### src/rtl/sha256_digest_unloader.sv
// Captures SHA-256 digests on the core's completion pulse and streams them MSW-first as words over valid/ready.
// Active + pending entries absorb back-to-back digests; a digest arriving with both full is dropped and counted.
module sha256_digest_unloader #(
    parameter int DIGEST_BITS = 256,
    parameter int WORD_BITS   = 32,
    parameter int CNT_BITS    = 8
) (
    input  logic                   i_clk,
    input  logic                   i_reset,
    input  logic [DIGEST_BITS-1:0] i_digest_in,
    input  logic                   i_digest_valid,
    output logic [WORD_BITS-1:0]   o_word_out,
    output logic                   o_word_valid,
    input  logic                   i_word_ready,
    output logic                   o_word_last,
    output logic                   o_busy,
    output logic                   o_overflow,
    output logic [CNT_BITS-1:0]    o_drop_count
);

    localparam int NWORDS   = DIGEST_BITS / WORD_BITS;
    localparam int IDX_BITS = (NWORDS > 1) ? $clog2(NWORDS) : 1;
    localparam logic [IDX_BITS-1:0] LAST_IDX = IDX_BITS'(NWORDS - 1);

    typedef enum logic {S_IDLE, S_SEND} state_t;

    state_t                 r_state;
    logic [DIGEST_BITS-1:0] r_active;
    logic [DIGEST_BITS-1:0] r_pending;
    logic                   r_pend_full;
    logic [IDX_BITS-1:0]    r_idx;
    logic                   r_overflow;
    logic [CNT_BITS-1:0]    r_drop_count;

    state_t                 w_state_nxt;
    logic [DIGEST_BITS-1:0] w_active_nxt;
    logic [DIGEST_BITS-1:0] w_pending_nxt;
    logic                   w_pend_full_nxt;
    logic [IDX_BITS-1:0]    w_idx_nxt;
    logic                   w_overflow_nxt;
    logic [CNT_BITS-1:0]    w_drop_nxt;

    logic [WORD_BITS-1:0]   w_words [NWORDS];
    logic                   w_xfer;
    logic                   w_last_xfer;

    // Word 0 is the most significant slice (H0).
    for (genvar g = 0; g < NWORDS; g++) begin : g_words
        assign w_words[g] = r_active[DIGEST_BITS-1-g*WORD_BITS -: WORD_BITS];
    end

    // All outputs come from registers only; i_word_ready reaches next-state logic alone.
    assign o_word_valid = (r_state == S_SEND);
    assign o_word_out   = w_words[r_idx];
    assign o_word_last  = o_word_valid && (r_idx == LAST_IDX);
    assign o_busy       = (r_state == S_SEND) || r_pend_full;
    assign o_overflow   = r_overflow;
    assign o_drop_count = r_drop_count;

    assign w_xfer      = o_word_valid && i_word_ready;
    assign w_last_xfer = w_xfer && (r_idx == LAST_IDX);

    always_comb begin
        w_state_nxt     = r_state;
        w_active_nxt    = r_active;
        w_pending_nxt   = r_pending;
        w_pend_full_nxt = r_pend_full;
        w_idx_nxt       = r_idx;
        w_overflow_nxt  = r_overflow;
        w_drop_nxt      = r_drop_count;
        case (r_state)
            S_IDLE: begin
                if (i_digest_valid) begin
                    w_active_nxt = i_digest_in;
                    w_idx_nxt    = '0;
                    w_state_nxt  = S_SEND;
                end
            end
            S_SEND: begin
                if (w_last_xfer) begin
                    // Last word leaves: refill active without a bubble if anything is waiting.
                    w_idx_nxt = '0;
                    if (r_pend_full) begin
                        w_active_nxt = r_pending;
                        if (i_digest_valid) begin
                            w_pending_nxt = i_digest_in;
                        end else begin
                            w_pend_full_nxt = 1'b0;
                        end
                    end else if (i_digest_valid) begin
                        w_active_nxt = i_digest_in;
                    end else begin
                        w_state_nxt = S_IDLE;
                    end
                end else begin
                    if (w_xfer) begin
                        w_idx_nxt = r_idx + IDX_BITS'(1);
                    end
                    if (i_digest_valid) begin
                        if (!r_pend_full) begin
                            w_pending_nxt   = i_digest_in;
                            w_pend_full_nxt = 1'b1;
                        end else begin
                            w_overflow_nxt = 1'b1;
                            if (r_drop_count != '1) begin
                                w_drop_nxt = r_drop_count + CNT_BITS'(1);
                            end
                        end
                    end
                end
            end
            default: w_state_nxt = S_IDLE;
        endcase
    end

    always_ff @(posedge i_clk) begin
        if (i_reset) begin
            r_state      <= S_IDLE;
            r_active     <= '0;
            r_pending    <= '0;
            r_pend_full  <= 1'b0;
            r_idx        <= '0;
            r_overflow   <= 1'b0;
            r_drop_count <= '0;
        end else begin
            r_state      <= w_state_nxt;
            r_active     <= w_active_nxt;
            r_pending    <= w_pending_nxt;
            r_pend_full  <= w_pend_full_nxt;
            r_idx        <= w_idx_nxt;
            r_overflow   <= w_overflow_nxt;
            r_drop_count <= w_drop_nxt;
        end
    end

endmodule

### config.mk
export PLATFORM = sky130hd
export DESIGN_NAME = sha256_digest_unloader
export DESIGN_NICKNAME = d
export VERILOG_FILES = /design/src/rtl/sha256_digest_unloader.sv
export SDC_FILE = /design/constraint.sdc
export NUM_CORES = 1
export LEC_CHECK = 0
export BUFFER_PORTS_ARGS = -buffer_cell sky130_fd_sc_hd__buf_4
export CORE_MARGIN = 1
export CORE_UTILIZATION = 30
export CTS_CLUSTER_SIZE = 10
export DETAILED_ROUTE_END_ITERATION = 12
export GPL_TIMING_DRIVEN = 0
export PLACE_DENSITY = 0.54
export SYNTH_ARGS = -nofsm -noshare
export SYNTH_HDL_FRONTEND = slang
export SYNTH_SLANG_ARGS = --single-unit
### constraint.sdc
create_clock -name i_clk -period 3.15 [get_ports i_clk]
set_input_delay 0.1575 -clock i_clk [delete_from_list [all_inputs] [get_ports i_clk]]
set_output_delay 0.1575 -clock i_clk [all_outputs]
set_load 0.02 [all_outputs]
==> results.md <==
* Status: finished, final reports clean
* RSZ-0062 raised after global routing: no
* Routed via count at 23180
* R2R Path End: r_active[110]$_SDFFE_PP0P_
* Filler cell count at 7868
* Buffers on Ports at around 300
* Main synth FF type: dfxtp_1
* Number of flops mapped to enable cells by yosys at 0
* Hold crit path type: input port to flip-flop
* Synth top area cells: dfxtp_1 45%, nand2_1 8.4%, a211oi_1 8.3%
* CP top delay family: buffers and inverters
* Syn Inst Count at around 2800
* Crit share post-route at a little over nine tenths
* Post-layout power at 0.0165 W
* Post-synth top area cell: dfxtp_1
* Row count at approximately 100
* Area of the multi-input gates at between 10000 and 15000 um2
* Final net count at ~3600
* Setup TNS at 0 ps
* Buf/Inv on CP at 3
* CP cell instances: buf_2 -> clkbuf_1 -> mux4_2 -> mux2_2 -> buf_4
* Grt ovf at 0
* Measured slew at the worst slew-check pin at around 1100 ps
* Final wirelength at 98.3 mm
* Die Width at 281 um
* Tmin final at about 2900 ps
* Cell with the most instances after synthesis: dfxtp_1
* Final Hold Fails at 0
* Power density over the cells at about 530 nW/um2
* Layout cell share with drive strength beyond 1 at between 15 and 20%
* CP Data Arrival Time at 2790 ps
* Initial Util at 30.5%
* CP Capture Point: o_word_out[17]
* Setup Fix Bufs, Post-CTS at 0
* Critical-path top delay cell: clkbuf_1
* Starting DRT DRC Count at 1960
* Largest net degree at the start of global routing at 16
* Mapped Area at between 20000 and 25000 um2
* Rel. slew slack at between 20% and 30%
* Clock-pin slew on the worst setup and hold paths at 60 ps
* Gr usage total at 24.3%
* Initial antenna violation count at 12
* #FFs+latches synth at 526
* Synthesized area per cell at 8.45 um2
* Worst setup SP type: flip-flop
* Post-DP Area at 26900 um2
* Htree depth at 2
* Mapped Nets at 3022
* HPWL Detailed at ~74 mm
* Post-route cell area at just over 30000 um2
* I/O pin count at about 300
* R2R Setup Slk at 490 ps
* Clock buffer depth at 3
* Core area at 76500 um2
* Clock sinks at 526
* P_leak at about 11 nW
* Sequential fraction of the synthesis area at 45.2%
* Crit path required time at 2990 ps
* Num CTS Buffers at 60
* Clk Latency, worst-skew pair at 640 ps
* Final slew viol count at 0
* Layout Skew at just over 30 ps
* Die ar. at 78800 um2
* YS warnings at 0
* Yosys top cell area share at 45.2%
* Antenna Nets Post-Route at 0
* Die Height at 281 um
* Worst VDD drop at just over 0.0004 V
* DR WL/cell at 22.2 um
* Pre-Repair DR Iteration Count at 9
* Root Buffer: clkbuf_16
* Critical Path Max Stage Delay at around 500 ps
* Crit path kind: flip-flop to primary output
* RePlAce Congestion at 0.963
* Finished Core Util at approximately two fifths
* First-pass GRT wire length at 142 mm
* Final setup vio count at 0
* Remaining DRCs at 0
* Reg area at 10500 um2
* Vias in the first global route at 21749
* Vias/cell at 5.23
* Setup crit end kind: primary output
* Path depth of the worst reg2reg path at 7
* Reg-to-reg critical path startpoint: o_word_valid$_SDFF_PP0_
* Synthesis-to-layout area growth at 33.3%
* Max-cap viol count at 0
* Distinct cells, synth at approximately 40
* Ys async rst share at 0%
* Critical path depth in cells at 5
* CTS tree: yes
* Post-CTS Resized at 0
* Critical path peak fanout at 10
* FMAX at 339 MHz
* Synth cell count leaders: 526 x dfxtp_1, 520 x nand2_1, 266 x a21oi_1
* Hold depth at 4
* Crit path launch: r_idx[0]$_SDFFE_PP0P_
[placed cells by master (no fill, tap or decap), types with 33 or more instances in the layout]
| cell | instances |
|---|---|
| dfxtp_1 | 526 |
| nand2_1 | 520 |
| buf_4 | 307 |
| a21oi_1 | 266 |
| nor2_1 | 263 |
| dlygate4sd3_1 | 259 |
| o21ai_0 | 257 |
| a211oi_1 | 257 |
| nand3b_1 | 256 |
| clkbuf_1 | 144 |
| buf_2 | 122 |
| mux4_2 | 64 |
| clkbuf_16 | 60 |
| mux2_2 | 33 |
[registers in the layout (all words and copies together) (netlist names)]
| register | cells |
|---|---|
| r_pend_full | 1 |
| o_overflow | 1 |
| o_word_valid | 1 |
| r_idx | 3 |
| o_drop_count | 8 |
| r_active | 256 |
| r_pending | 256 |
[per-stage QoR]
step / std cells / hold WS, ps / setup slack (ps)
final: 4433 / 320 / 200
after global placement: 4091 / 413 / 556
after detailed placement: 4091 / 423 / 547
after CTS: 4428 / 304 / 217
after floorplan: 2759 / 293 / 1360
after global routing: 4430 / 338 / 113
[worst min-delay path by stage]
stage | from | to | slack [ps]
floorplan | i_digest_in[0] | r_pending[0]$_SDFFE_PP0P_ | 290
finish | i_digest_in[159] | r_pending[159]$_SDFFE_PP0P_ | 320
detailed placement | i_digest_in[56] | r_pending[56]$_SDFFE_PP0P_ | 420
global route | i_digest_in[195] | r_pending[195]$_SDFFE_PP0P_ | 340
CTS | i_digest_in[159] | r_pending[159]$_SDFFE_PP0P_ | 300
global placement | i_digest_in[140] | r_pending[140]$_SDFFE_PP0P_ | 410
[layout make-up]
class / count / area share, %
Inverter: 1 / 0.0121
Multi-Input combinational cell: 1956 / 37.1
Clock inverter: 5 / 0.129
Tap cell: 1030 / 4.15
Antenna cell: 5 / 0.0403
Buffer: 276 / 3.96
Timing Repair Buffer: 561 / 15.6
Clock buffer: 73 / 5.05
Sequential cell: 526 / 33.9
[routing by layer]
layer	up-vias	GRT usage [%]	share of wire, %
met4	12	7.64	3.2
met2	819	37.0	44
met3	159	3.99	7.0
met5	-	0	0.075
met1	11255	34.8	46
li1	10935	-	-
[power breakdown]
part	switching (W)	total [W]	internal, W
registers	0.000401	0.00752	0.00712
logic	0.00160	0.00281	0.00121
clock network	0.00274	0.00618	0.00344
[logic make-up (layout without fill, tap and decap cells)]
logic type / Yosys count / after routing / share of synthesized area [%]
and+or+nand+nor: 1063 / 1063 / 21.6
buffers and inverters: 277 / 916 / 5.29
muxes: 100 / 100 / 7.91
AOI/OAI and AO/OA: 790 / 790 / 19.9
DFF: 526 / 526 / 45.2
other: 0 / 5 / 0
adders and majority gates: 3 / 3 / 0.161
[timing repair]
action                                  CTS  global route
hold buffers                            259             0
endpoints found under the setup margin    0             0
endpoints found under the hold margin   301             0
[worst min-delay path, stage by stage]
cell           delay (ps)
dlygate4sd3_1         520
buf_4                 100
nand2_1                40
a21oi_1               100
Note: power is estimated with default switching activity, not from simulation.
